<file path="config.mk">
export PLATFORM = sky130hd
export DESIGN_NAME = ram_result_storer
export DESIGN_NICKNAME = d
export VERILOG_FILES = /design/src/rtl/ram_result_storer.sv
export SDC_FILE = /design/constraint.sdc
export NUM_CORES = 1
export LEC_CHECK = 0
export ABC_AREA = 0
export CORE_MARGIN = 8
export CORE_UTILIZATION = 50
export CTS_BUF_LIST = sky130_fd_sc_hd__clkbuf_8 sky130_fd_sc_hd__clkbuf_16
export DETAILED_ROUTE_END_ITERATION = 10
export PLACE_DENSITY = 0.8
export SLEW_MARGIN = 20
export SYNTH_ARGS = -nofsm -noshare
export SYNTH_HDL_FRONTEND = slang
export SYNTH_SLANG_ARGS = --single-unit
</file>
<file path="constraint.sdc">
create_clock -name clk -period 3.69 [get_ports clk]
set_input_delay 0.5535 -clock clk [delete_from_list [all_inputs] [get_ports clk]]
set_output_delay 0.5535 -clock clk [all_outputs]
set_load 0.05 [all_outputs]
</file>
<file path="src/rtl/ram_result_storer.sv">
// ram_result_storer
//   Write-back end of the brightness pipeline. Accepts packed DEPTH-lane
//   result blocks, clamps each lane to RAM_DATA_WIDTH bits and writes the
//   lanes one byte per clock into the output RAM. Writing starts at address 0
//   and runs up to the top of the RAM. A one-cycle done pulse follows the
//   final write.
//
// Ports
//   clk          single clock, rising edge
//   reset_n      asynchronous active-low reset
//   start        begin a frame (honoured only in IDLE)
//   data_in      packed block, lane i = data_in[i*PE_DATA_WIDTH +: PE_DATA_WIDTH]
//   data_valid   data_in holds a block this cycle
//   ready        block accepted at this edge if data_valid=1
//   ram_address  registered RAM write address
//   ram_data     registered clamped write data
//   ram_wren     registered RAM write enable
//   sat_count    number of lanes clamped in the current frame (saturating)
//   overrun      sticky: a block was offered while busy (cleared by start)
//   done         one-cycle pulse after the last write of a frame
module ram_result_storer #(
  parameter int RAM_ADDR_WIDTH = 6,
  parameter int RAM_DATA_WIDTH = 8,
  parameter int PE_DATA_WIDTH  = 16,
  parameter int DEPTH          = 4
) (
  input  logic                              clk,
  input  logic                              reset_n,
  input  logic                              start,
  input  logic [PE_DATA_WIDTH*DEPTH-1:0]    data_in,
  input  logic                              data_valid,
  output logic                              ready,
  output logic [RAM_ADDR_WIDTH-1:0]         ram_address,
  output logic [RAM_DATA_WIDTH-1:0]         ram_data,
  output logic                              ram_wren,
  output logic [RAM_ADDR_WIDTH:0]           sat_count,
  output logic                              overrun,
  output logic                              done
);

  localparam int LANE_W = $clog2(DEPTH) + 1;
  localparam int IDX_W  = (DEPTH > 1) ? $clog2(DEPTH) : 1;

  localparam logic [RAM_ADDR_WIDTH-1:0] LAST_BASE =
    RAM_ADDR_WIDTH'((1 << RAM_ADDR_WIDTH) - DEPTH);
  localparam logic [RAM_ADDR_WIDTH-1:0] BLOCK_STEP = RAM_ADDR_WIDTH'(DEPTH);
  localparam logic [PE_DATA_WIDTH-1:0]  CLAMP_MAX  =
    PE_DATA_WIDTH'((1 << RAM_DATA_WIDTH) - 1);
  localparam logic [LANE_W-1:0]         LAST_LANE  = LANE_W'(DEPTH);

  typedef enum logic [1:0] {
    IDLE      = 2'd0,
    WAIT_DATA = 2'd1,
    WRITE     = 2'd2,
    DONE_ST   = 2'd3
  } state_t;

  state_t                        state;
  logic [RAM_ADDR_WIDTH-1:0]     base_addr;
  logic [LANE_W-1:0]             lane;
  logic [IDX_W-1:0]              lane_idx;
  logic [PE_DATA_WIDTH-1:0]      block_p0 [DEPTH];
  logic [PE_DATA_WIDTH-1:0]      lane0_in;
  logic [PE_DATA_WIDTH-1:0]      lane_p0;

  function automatic logic is_clamped(input logic [PE_DATA_WIDTH-1:0] x);
    return (x > CLAMP_MAX);
  endfunction

  function automatic logic [RAM_DATA_WIDTH-1:0] clamp(input logic [PE_DATA_WIDTH-1:0] x);
    logic [RAM_DATA_WIDTH-1:0] r;
    if (x > CLAMP_MAX) r = '1;
    else               r = x[RAM_DATA_WIDTH-1:0];
    return r;
  endfunction

  // Counts up by one on a clamped lane, holding at all-ones.
  function automatic logic [RAM_ADDR_WIDTH:0] sat_inc(input logic [RAM_ADDR_WIDTH:0] c,
                                                      input logic hit);
    logic [RAM_ADDR_WIDTH:0] r;
    if (hit && (c != '1)) r = c + 1'b1;
    else                  r = c;
    return r;
  endfunction

  assign ready    = (state == WAIT_DATA);
  assign lane_idx = lane[IDX_W-1:0];
  assign lane0_in = data_in[PE_DATA_WIDTH-1:0];
  assign lane_p0  = block_p0[lane_idx];

  // Stage p0: capture the whole block when it is accepted; lane 0 goes out
  // directly from data_in on the same edge, the rest are read back from here.
  always_ff @(posedge clk) begin
    if (ready && data_valid) begin
      for (int i = 0; i < DEPTH; i++) begin
        block_p0[i] <= data_in[i*PE_DATA_WIDTH +: PE_DATA_WIDTH];
      end
    end
  end

  // Stage p1: control FSM and registered RAM write port.
  always_ff @(posedge clk or negedge reset_n) begin
    if (!reset_n) begin
      state       <= IDLE;
      base_addr   <= '0;
      lane        <= '0;
      ram_wren    <= 1'b0;
      ram_address <= '0;
      ram_data    <= '0;
      sat_count   <= '0;
      overrun     <= 1'b0;
      done        <= 1'b0;
    end else begin
      case (state)
        IDLE: begin
          done <= 1'b0;
          if (start) begin
            state     <= WAIT_DATA;
            base_addr <= '0;
            sat_count <= '0;
            overrun   <= 1'b0;
          end
        end

        WAIT_DATA: begin
          if (data_valid) begin
            ram_wren    <= 1'b1;
            ram_address <= base_addr;
            ram_data    <= clamp(lane0_in);
            sat_count   <= sat_inc(sat_count, is_clamped(lane0_in));
            lane        <= LANE_W'(1);
            state       <= WRITE;
          end
        end

        WRITE: begin
          // Any block offered here is dropped.
          if (data_valid) overrun <= 1'b1;
          if (lane == LAST_LANE) begin
            ram_wren  <= 1'b0;
            base_addr <= base_addr + BLOCK_STEP;
            lane      <= '0;
            if (base_addr == LAST_BASE) begin
              state <= DONE_ST;
              done  <= 1'b1;
            end else begin
              state <= WAIT_DATA;
            end
          end else begin
            ram_address <= base_addr + RAM_ADDR_WIDTH'(lane);
            ram_data    <= clamp(lane_p0);
            sat_count   <= sat_inc(sat_count, is_clamped(lane_p0));
            lane        <= lane + 1'b1;
          end
        end

        DONE_ST: begin
          if (data_valid) overrun <= 1'b1;
          done  <= 1'b0;
          state <= IDLE;
        end

        default: state <= IDLE;
      endcase
    end
  end

endmodule
</file>
==> impl_results.md <==
* Fraction of registers with async set/reset at 34.0%
* Clock Latency Late Sink at 0.35 ns
* Router iterations before antenna repair at 4
* I/O Buffers at 92
* # setup viols final at 0
* Final worst path period need at approximately 2.6 ns
* Clock sinks at 97
* Largest cells by area after synthesis: edfxtp_1 47%, dfrtp_1 20%, mux4_2 4.4%, ha_1 3.1%, nand2_1 2.9%
* CP max FO at 6
* CTS clock-pin slew for the worst setup and hold paths at 0.09 ns
* Hold Path Class: input pin to asynchronous set/reset pin
* Post-DP HPWL at 6.12 mm
* Initial Util at around half
* Area Growth Syn to Fin at 29.5%
* Psw at 1470 uW
* Final WL at 8.37 mm
* Post-synthesis average cell area at 14.3 sq um
* Status: finished, final reports clean
* Flop pwr share at 42.5%
* Crit path kind: flop to primary output
* Skew final at 0.0120 ns
* CTS hold repair buffers at 0
* Via count of the first global-routing pass at about 2900
* Pwr dens at between 700 and 800 nW/um^2
* Fin worst setup slack at ~1.1 ns
* # H-tree levels at 3
* Initial drt markers at 109
* Root buf cell: clkbuf_8
* DRC Markers at 0
* Worst vdd ir at 322 uV
* CP Launch Type: flop
* Cells after Synth at ~280
* Reg-to-reg slack, setup at 1.29 ns
* WL per Instance at 17.1 microns
* Yosys top cell area share at between 40% and 50%
* Leading area contributor after synthesis: edfxtp_1
* Ant. Diodes at 0
* Clock buffer depth at 2
* Rows at 33
* Final period util at 70.6%
* Final Instance Area at ~5300 sq um
* Most common flop cell mapped by yosys: edfxtp_1
* Post-Syn Area at 4060 sq um
* Share of post-route cells with drive strength above 1 at 10.4%
* Clk pwr share at 15.7%
* CTS tree: done
* Finished Layout Cells at roughly 490
* Gate power share at between 40% and 50%
* Slew Viols, Final at 0
* RSZ-0062 raised after global routing: false
* GRT overflow at 0
* CTS Buf Count at 9
* Postcts setup bufs at 0
* Core Box Area at 8050 sq um
* Largest net degree at the start of global routing at 65
* Most common cell in the netlist: edfxtp_1
* Die area at between 10000 and 15000 sq um
* F_max at between 0.3 and 0.4 GHz
* Crit path required time at around 3.1 ns
* Measured slew at the worst slew-check pin at 0.802 ns
* Syn Nets at about 360
* First-pass GRT wire length at 13.7 mm
* Crit. End Element: primary output
* Height of the die at 106 microns
* Hold Vio Cnt, Final at 0
* Post-CTS sizing at 0
* Synth warn at 0
* Via count at 2671
* GRT Overall Usage at 15.6%
* Worst rel slew slack at 46.4%
* Design Power at 3720 uW
* I/O Pins at 93
* Number of library cell types mapped by synthesis at 44
* Yosys reg bits at 97
* Net Sw Frac at 39.5%
* Die width at 106 microns
* Leakage at 0.00193 uW
* Nets at 457
* Sequential share of the synthesized area at 67.7%
* Worst Path Arrival at 2.05 ns
* P_int at 2250 uW
* Post-synth top cells: 64 x edfxtp_1, 33 x dfrtp_1, 31 x nand2_1, 15 x o21ai_0, 11 x nand3_1
* Post-route ant nets at 0
* DP Cell Count at 473
* Drt via density at 5.46
* Placed Area at just over 5000 sq um
* Fin Setup TNS at 0 ns
* EDFF count, synth at 64
* Initial antenna violation count at 0
* Max-Cap Viols at 0
* Place WS at approximately 1.1 ns
* Placer Congestion at approximately 0.83
[worst max-delay path, cell delays in order, from the launching register on]
cell and delay [ns]:
dfrtp_1 0.44, inv_1 0.10, ha_1 0.30, clkdlybuf4s50_1 0.87
[layout by cell type, fill, tap and decap left out, types with 8 or more instances in the layout]
| cell type | instances |
|---|---|
| nand3_1 | 11 |
| dfrtp_1 | 33 |
| o21ai_0 | 15 |
| ha_1 | 10 |
| nor4_1 | 10 |
| edfxtp_1 | 64 |
| clkdlybuf4s50_1 | 91 |
| nor2_1 | 8 |
| inv_1 | 11 |
| nand2_1 | 31 |
| mux4_2 | 8 |
| clkbuf_8 | 9 |
| o21ai_1 | 9 |
| o22ai_1 | 8 |
[stage by stage]
step           hold slack, ns  utilization, %
3_3_place_gp            0.464            63.2
3_5_place_dp            0.475            63.2
6_report                0.260            65.3
5_1_grt                 0.303            65.3
4_1_cts                 0.278            65.3
2_1_floorplan           0.258               -
[cell type report]
cell class,instances,area (sq um)
repair buffers,95,951
multi-input cells,165,1220
clock buffers,9,124
fillers,595,2800
well taps,105,131
flip-flops and latches,97,2750
clock inverters,7,41.3
inverters,11,41.3
[worst paths after layout]
| path | from | end | depth (start not counted) |
|---|---|---|---|
| hold / removal | reset_n | state[0] | 1 |
| setup reg to reg | lane[1] | ram_address[1] | 7 |
| setup / recovery | state[1] | ready | 3 |
| min in group clk | ram_data[6] | ram_data[6] | 2 |
| max in group asynchronous | reset_n | ram_data[6] | 1 |
| hold reg to reg | ram_data[6] | ram_data[6] | 2 |
[power by group through the flow]
| stage | clock, uW | sequential (uW) | combinational, uW |
|---|---|---|---|
| 2_1_floorplan | 0 | 1860 | 841 |
| 3_3_place_gp | 0 | 1590 | 1530 |
| 3_5_place_dp | 0 | 1610 | 1570 |
| 4_1_cts | 598 | 1580 | 1570 |
| 5_1_grt | 652 | 1610 | 1700 |
| 6_report | 582 | 1580 | 1560 |
[kinds of logic after synthesis]
logic type / Yosys count / share of synthesized area, %
adders and majority gates: 10 / 3.08
and+or+nand+nor: 77 / 9.47
xor gates and xnor gates: 3 / 0.648
buffers and inverters: 21 / 2.28
AOI/OAI and AO/OA: 63 / 11.2
muxes: 12 / 5.58
DFF: 97 / 67.7
[routing by layer]
metal / vias to the layer above / wire (microns) / GRT usage (%)
met3: 10 / 634 / 5.81
li1: 1277 / - / -
met5: - / 0 / 0
met1: 1297 / 3230 / 17.0
met2: 87 / 4390 / 27.3
met4: 0 / 113 / 5.23
[sequential cells by signal, summed over array words and instances, names as in the netlist]
register	count
block_p0	64
ram_data	8
sat_count	7
ram_address	6
base_addr	4
lane	3
state	2
done	1
overrun	1
ram_wren	1
No activity file was read; power rests on OpenSTA's default activity.
